File: config.mk
export PLATFORM = sky130hd
export DESIGN_NAME = pc_redirect_unit_flat
export DESIGN_NICKNAME = d
export VERILOG_FILES = /design/src/rtl/pc_redirect_unit_if.sv /design/src/rtl/pc_redirect_unit.sv /design/src/flat_wrapper.sv
export SDC_FILE = /design/constraint.sdc
export NUM_CORES = 1
export LEC_CHECK = 0
export BUFFER_PORTS_ARGS = -buffer_cell sky130_fd_sc_hd__buf_2
export CORE_UTILIZATION = 54
export CTS_CLUSTER_DIAMETER = 60
export DETAILED_ROUTE_END_ITERATION = 12
export PLACE_DENSITY = 0.95
export SETUP_SLACK_MARGIN = 0.15
export SYNTH_ARGS = -nofsm -noshare
export SYNTH_HDL_FRONTEND = slang
export SYNTH_SLANG_ARGS = --single-unit
File: constraint.sdc
create_clock -name clk -period 3.5 [get_ports clk]
set_input_delay 0.35 -clock clk [delete_from_list [all_inputs] [get_ports clk]]
set_output_delay 0.35 -clock clk [all_outputs]
set_load 0.03 [all_outputs]
File: src/rtl/pc_redirect_unit_if.sv
// pc_redirect_unit_if
//   Bundles the redirect requests going into the PC redirect unit and the
//   fetch-side results coming back out of it.
//   Requests (master -> slave):
//     stall, branch_taken, branch_target, jump, jump_target
//   Results  (slave -> master):
//     pc, pc_valid, flush, misalign
//     taken_cnt, jump_cnt (only when BRANCH_STATS_EN is defined)
//   Optional macro: BRANCH_STATS_EN adds the redirect statistics counters.
interface pc_redirect_unit_if #(
  parameter int PC_W = 32
);
  logic            stall;
  logic            branch_taken;
  logic [PC_W-1:0] branch_target;
  logic            jump;
  logic [PC_W-1:0] jump_target;
  logic [PC_W-1:0] pc;
  logic            pc_valid;
  logic            flush;
  logic            misalign;
`ifdef BRANCH_STATS_EN
  logic [15:0]     taken_cnt;
  logic [15:0]     jump_cnt;
`endif

  // Pipeline side: raises stalls and redirect requests, observes fetch state.
  modport master (
    output stall, branch_taken, branch_target, jump, jump_target,
`ifdef BRANCH_STATS_EN
    input  taken_cnt, jump_cnt,
`endif
    input  pc, pc_valid, flush, misalign
  );

  // PC redirect unit side.
  modport slave (
    input  stall, branch_taken, branch_target, jump, jump_target,
`ifdef BRANCH_STATS_EN
    output taken_cnt, jump_cnt,
`endif
    output pc, pc_valid, flush, misalign
  );
endinterface

File: src/rtl/pc_redirect_unit.sv
// pc_redirect_unit
//   Owns the program counter. It steps the fetch address through a one-cycle
//   boot state, sequential +4 advance, redirects from an EX branch or ID jump,
//   and a wrong-path squash window of FLUSH_CYCLES non-stalled cycles.
//   Ports:
//     clk  - system clock, rising edge
//     rst  - asynchronous active-high reset
//     bus  - pc_redirect_unit_if.slave
//            in : stall, branch_taken, branch_target, jump, jump_target
//            out: pc, pc_valid, flush, misalign (+ taken_cnt, jump_cnt)
//   Parameters: PC_W, RESET_PC, FLUSH_CYCLES (1..7).
//   Optional macro: BRANCH_STATS_EN adds saturating 16-bit counters of
//   accepted branch and jump redirects.
//   Every output is registered; there is no input-to-output combinational path.
module pc_redirect_unit #(
  parameter int              PC_W         = 32,
  parameter logic [PC_W-1:0] RESET_PC     = '0,
  parameter int              FLUSH_CYCLES = 2
) (
  input  logic               clk,
  input  logic               rst,
  pc_redirect_unit_if.slave  bus
);

  localparam logic [1:0] ST_BOOT  = 2'd0;
  localparam logic [1:0] ST_RUN   = 2'd1;
  localparam logic [1:0] ST_FLUSH = 2'd2;

  // Counter reload: the redirect edge itself starts the first flush cycle.
  localparam logic [2:0]      FLUSH_INIT = 3'(FLUSH_CYCLES - 1);
  localparam logic [PC_W-1:0] PC_STEP    = PC_W'(4);

  logic [1:0]      state;
  logic [2:0]      flush_cnt;
  logic [PC_W-1:0] pc_q;
  logic            valid_q;
  logic            flush_q;
  logic            mis_q;

  logic            redirect;
  logic [PC_W-1:0] redirect_target;

  // Redirects are only honoured in RUN; in BOOT and FLUSH the requests come
  // from squashed or nonexistent instructions. The older EX branch wins.
  always_comb begin
    redirect        = 1'b0;
    redirect_target = bus.jump_target;
    if (state == ST_RUN) begin
      redirect = bus.branch_taken | bus.jump;
    end
    if (bus.branch_taken) begin
      redirect_target = bus.branch_target;
    end
  end

  // PC sequencing. A redirect overrides stall; stall otherwise freezes both
  // the PC and the flush countdown. FLUSH exits on the edge that consumes
  // the last counted cycle, so flush is high for FLUSH_CYCLES active cycles.
  always_ff @(posedge clk or posedge rst) begin
    if (rst) begin
      state     <= ST_BOOT;
      flush_cnt <= 3'd0;
      pc_q      <= RESET_PC;
      valid_q   <= 1'b0;
      flush_q   <= 1'b0;
      mis_q     <= 1'b0;
    end else begin
      mis_q <= 1'b0;
      case (state)
        ST_BOOT: begin
          state   <= ST_RUN;
          valid_q <= 1'b1;
        end
        ST_RUN: begin
          if (redirect) begin
            pc_q      <= {redirect_target[PC_W-1:2], 2'b00};
            mis_q     <= |redirect_target[1:0];
            flush_q   <= 1'b1;
            flush_cnt <= FLUSH_INIT;
            state     <= ST_FLUSH;
          end else if (!bus.stall) begin
            pc_q <= pc_q + PC_STEP;
          end
        end
        ST_FLUSH: begin
          if (!bus.stall) begin
            pc_q <= pc_q + PC_STEP;
            if (flush_cnt == 3'd0) begin
              flush_q <= 1'b0;
              state   <= ST_RUN;
            end else begin
              flush_cnt <= flush_cnt - 3'd1;
            end
          end
        end
        default: begin
          state   <= ST_BOOT;
          flush_q <= 1'b0;
          valid_q <= 1'b0;
        end
      endcase
    end
  end

  assign bus.pc       = pc_q;
  assign bus.pc_valid = valid_q;
  assign bus.flush    = flush_q;
  assign bus.misalign = mis_q;

`ifdef BRANCH_STATS_EN
  logic [15:0] taken_q;
  logic [15:0] jump_q;

  // Only redirects actually taken are counted, attributed by priority.
  always_ff @(posedge clk or posedge rst) begin
    if (rst) begin
      taken_q <= 16'd0;
      jump_q  <= 16'd0;
    end else if (redirect) begin
      if (bus.branch_taken) begin
        if (taken_q != 16'hFFFF) taken_q <= taken_q + 16'd1;
      end else begin
        if (jump_q != 16'hFFFF) jump_q <= jump_q + 16'd1;
      end
    end
  end

  assign bus.taken_cnt = taken_q;
  assign bus.jump_cnt  = jump_q;
`endif

endmodule
File: src/flat_wrapper.sv
// flat-port wrapper written by rule: the top's interface ports become plain ports
module pc_redirect_unit_flat 
#(
  parameter int              PC_W         = 32,
  parameter logic [PC_W-1:0] RESET_PC     = '0,
  parameter int              FLUSH_CYCLES = 2
)
  (clk, rst, bus_stall, bus_branch_taken, bus_branch_target, bus_jump, bus_jump_target, bus_pc, bus_pc_valid, bus_flush, bus_misalign);
  pc_redirect_unit_if #(.PC_W(PC_W)) bus_i ();
  input  logic clk;
  input  logic rst;
  input wire logic [$bits(bus_i.stall)-1:0] bus_stall;
  input wire logic [$bits(bus_i.branch_taken)-1:0] bus_branch_taken;
  input wire logic [$bits(bus_i.branch_target)-1:0] bus_branch_target;
  input wire logic [$bits(bus_i.jump)-1:0] bus_jump;
  input wire logic [$bits(bus_i.jump_target)-1:0] bus_jump_target;
  output wire logic [$bits(bus_i.pc)-1:0] bus_pc;
  output wire logic [$bits(bus_i.pc_valid)-1:0] bus_pc_valid;
  output wire logic [$bits(bus_i.flush)-1:0] bus_flush;
  output wire logic [$bits(bus_i.misalign)-1:0] bus_misalign;
  assign bus_i.stall = bus_stall;
  assign bus_i.branch_taken = bus_branch_taken;
  assign bus_i.branch_target = bus_branch_target;
  assign bus_i.jump = bus_jump;
  assign bus_i.jump_target = bus_jump_target;
  assign bus_pc = bus_i.pc;
  assign bus_pc_valid = bus_i.pc_valid;
  assign bus_flush = bus_i.flush;
  assign bus_misalign = bus_i.misalign;
  pc_redirect_unit #(.PC_W(PC_W), .RESET_PC(RESET_PC), .FLUSH_CYCLES(FLUSH_CYCLES)) u_core (.clk(clk), .rst(rst), .bus(bus_i));
endmodule
==> impl_results.md <==
- Worst skew pair latency: 0.29 ns
- FF-to-FF Start: u_core.state[0]
- CP required: 3.73 ns
- 1st-iter DRT viols: 395
- I/O Buffers: 101
- Slew Limit Fails: 0
- Post-synth cell types: 62
- Diode count: 0
- Worst-Margin Slew: 0.952 ns
- Wirelength, routed: 7.93 mm
- Nets@finish: 502
- Critical path type: flop to flop
- Io pins: 104
- Setup bufs post-CTS: 0
- FMAX: 0.385 GHz
- Slowest CP cell: or2_2
- Routability cong.: 0.886
- TritonCTS clock tree: built
- Hpwl dp: 5.67 mm
- Drt first pass iters: 5
- R2r endpoint: u_core.bus.pc[4]
- R2r worst-path depth: 7
- Post-route ant nets: 0
- Sw frac: 54.6%
- R2R setup slack: 0.90 ns
- Clk pwr share: 9.4%
- Seq/Total Area, Yosys: 32.6%
- Max VDD drop: 0.401 mV
- CTS root buffer: clkbuf_8
- Setup TNS: 0 ns
- Seq pwr share: 29.8%
- Most used cell, CP: nand2b_1
- Final Setup Violations: 0
- Top_reg_cell synth: dfrtp_1
- NetSw: 1.69 mW
- Crit end category: flop
- Clock Sinks: 38
- Combinational cell fraction of total power: 60.8%
- Arrival time worst endpoint: 2.83 ns
- CP peak stage delay: 0.77 ns
- Die Y: 75.4 um
- Total Routing Usage GR: 29.1%
- Avg WL per Cell: 16.0 um
- Power Total: 3.09 mW
- CP Max Fanout: 56
- Type of the tightest min-delay check: input pin to asynchronous set/reset pin
- Number of global-route vias before repair: 2855
- Delay-heaviest family, CP: simple AND/OR/NAND/NOR gates
- CTS Hold Bufs: 0
- Worst-path cell chain: inv_1 -> ha_1 -> nand2b_1 -> or2_2 -> nand2b_1 -> o32ai_1 -> a22o_1
- Die area: 0.00569 mm2
- Final min period: 2.60 ns
- Layout cells sized above 1: 33.6%
- Vias per cell: 6.29
- Post-Place Cells: 489
- Initial antenna violation count: 0
- Yosys reg bits: 38
- Clk slew on worst S/H paths: 0.08 ns
- Initial Util: 56.7%
- Critical path buffers and inverters: 1
- Die width: 75.4 um
- Syn avg cell area: 8.67 um2
- Pint: 1.40 mW
- Largest net degree at the start of global routing: 57
- Pwr/cell area: 892 mW/mm2
- Rows: 26
- Synth Warn #: 0
- Htree depth: 2
- Status: finished clean
- Vias: 3122
- Max Buffers Root-to-Sink: 2
- Mapped Cells: 336
- CTS resizes: 0
- Area growth, synth to finish: 19.0%
- Period utilisation layout: 74.3%
- Slew HR: 36.5%
- Leak pwr: 1.63 nW
- Count of non-filler cells in the finished layout: 496
- CTS buffer count: 5
- Number of flops mapped to enable cells by yosys: 0
- First-pass GRT wire length: 12.8 mm
- Synthesized area: 0.00291 mm2
- RSZ-0062 raised after global routing: false
- Skew final: 0.00777 ns
- Synth async-reset ratio: 100%
- Max-cap check violation count: 0
- Grt ovf: 0
- CP Launch Type: flop
- Layout fillers: 427
- Core Box Area: 0.00514 mm2
- Final hold violations: 0
- Drt drc: 0
==> Yosys cell counts, drive strengths merged (4+ instances only) <==
| master | count | area, um2 |
|---|---|---|
| a21oi | 35 | 175 |
| a22o | 4 | 35.0 |
| a31oi | 5 | 31.3 |
| and3 | 5 | 33.8 |
| buf | 5 | 35.0 |
| clkbuf | 18 | 119 |
| dfrtp | 38 | 951 |
| ha | 7 | 87.6 |
| inv | 13 | 48.8 |
| mux2 | 17 | 191 |
| mux2i | 14 | 140 |
| nand2 | 34 | 130 |
| nand3 | 19 | 100 |
| nand4 | 8 | 65.1 |
| nor2 | 11 | 41.3 |
| nor3 | 9 | 45.0 |
| nor4 | 6 | 58.8 |
| o21ai | 22 | 110 |
| o22ai | 11 | 68.8 |
| o31ai | 5 | 37.5 |
==> state kept, by name, summed over array words and instances (netlist names) <==
register,flops
u_core.bus.pc,30
u_core.flush_cnt,3
u_core.state,2
u_core.bus.flush,1
u_core.bus.misalign,1
u_core.bus.pc_valid,1
==> logic make-up (layout without fill, tap and decap cells) <==
| family | after synthesis | in the layout | synth area share [%] |
|---|---|---|---|
| AO/OA/AOI/OAI | 114 | 114 | 25.1 |
| adder cells (fa/ha/maj) | 7 | 7 | 3.01 |
| buffers and inverters | 36 | 125 | 6.96 |
| flip-flops | 38 | 38 | 32.6 |
| multiplexers | 31 | 31 | 11.4 |
| other | 1 | 2 | 0.129 |
| AND/OR/NAND/NOR | 109 | 109 | 20.8 |
==> power groups by stage <==
stage / Clock [mW] / Combinational, mW / Sequential [mW]
after global routing: 0.311 / 2.06 / 0.951
after CTS: 0.292 / 1.86 / 0.904
after detailed placement: 0 / 1.85 / 0.911
after global placement: 0 / 1.78 / 0.898
final: 0.291 / 1.88 / 0.923
after floorplan: 0 / 1.16 / 1.19
==> area by class of cell <==
type | count | area (um2) | share of cell area [%]
Timing Repair Buffer | 105 | 536 | 15.4
Inverter | 13 | 48.8 | 1.41
Clock buffer | 5 | 68.8 | 1.98
Multi-Input combinational cell | 263 | 1770 | 50.9
Clock inverter | 2 | 10.0 | 0.289
Sequential cell | 38 | 951 | 27.4
Tap cell | 70 | 87.6 | 2.53
==> routing by layer <==
layer,GRT usage [%],routed length [um],part of all wire [%],vias to the layer above
met3,6.35,698,8.8,25
met5,0,0,0,-
met1,36.9,3160,40,1447
met4,10.3,156,2.0,0
li1,-,-,-,1453
met2,49.3,3910,49,197
==> through the flow <==
| step | utilization [%] | setup WS (ns) | hold slack (ns) | instance area [um2] |
|---|---|---|---|---|
| global placement | 65.9 | 1.11 | 0.472 | 3390 |
| CTS | 67.5 | 0.948 | 0.181 | 3470 |
| finish | 67.5 | 0.900 | 0.161 | 3470 |
| floorplan | - | 1.46 | 0.473 | 2920 |
| detailed placement | 65.9 | 0.947 | 0.484 | 3390 |
| global route | 67.5 | 0.685 | 0.229 | 3470 |
==> worst min-delay path: stages <==
cell and delay [ns]:
buf_2 0.09, inv_1 0.04, buf_4 0.41
==> layout by cell type (no fill, tap or decap), types with 2 or more instances in the layout <==
cell	n
buf_2	101
dfrtp_1	38
a21oi_1	35
nand2_1	33
o21ai_0	22
nand3_1	18
mux2_2	17
mux2i_1	14
inv_1	13
o22ai_1	11
nor2_1	10
nor3_1	9
nand4_1	7
ha_1	7
a31oi_1	5
o31ai_1	5
clkbuf_8	5
nor4_1	4
a22o_1	4
buf_4	4
nand2b_1	3
a22oi_1	3
o21a_1	3
o41ai_1	3
and3_1	3
a2bb2oi_1	3
a41o_1	3
o32ai_1	3
and3_2	2
nand4b_1	2
nor2b_1	2
or3_1	2
a211oi_1	2
a21o_1	2
conb_1	2
clkinv_2	2
==> how the worst max path moves through the flow <==
| stage | slack (ns) | to | cells past startpoint | start |
|---|---|---|---|---|
| after floorplan | 1.46 | u_core.bus.pc[31] | 5 | u_core.bus.pc[11] |
| after global placement | 1.11 | u_core.bus.pc[28] | 6 | u_core.state[0] |
| after detailed placement | 0.95 | u_core.bus.pc[4] | 7 | u_core.state[0] |
| after CTS | 0.95 | u_core.bus.pc[4] | 7 | u_core.state[0] |
| after global routing | 0.69 | u_core.bus.pc[4] | 7 | u_core.state[0] |
| final | 0.90 | u_core.bus.pc[4] | 7 | u_core.state[0] |
Note: power is estimated with default switching activity, not from simulation.
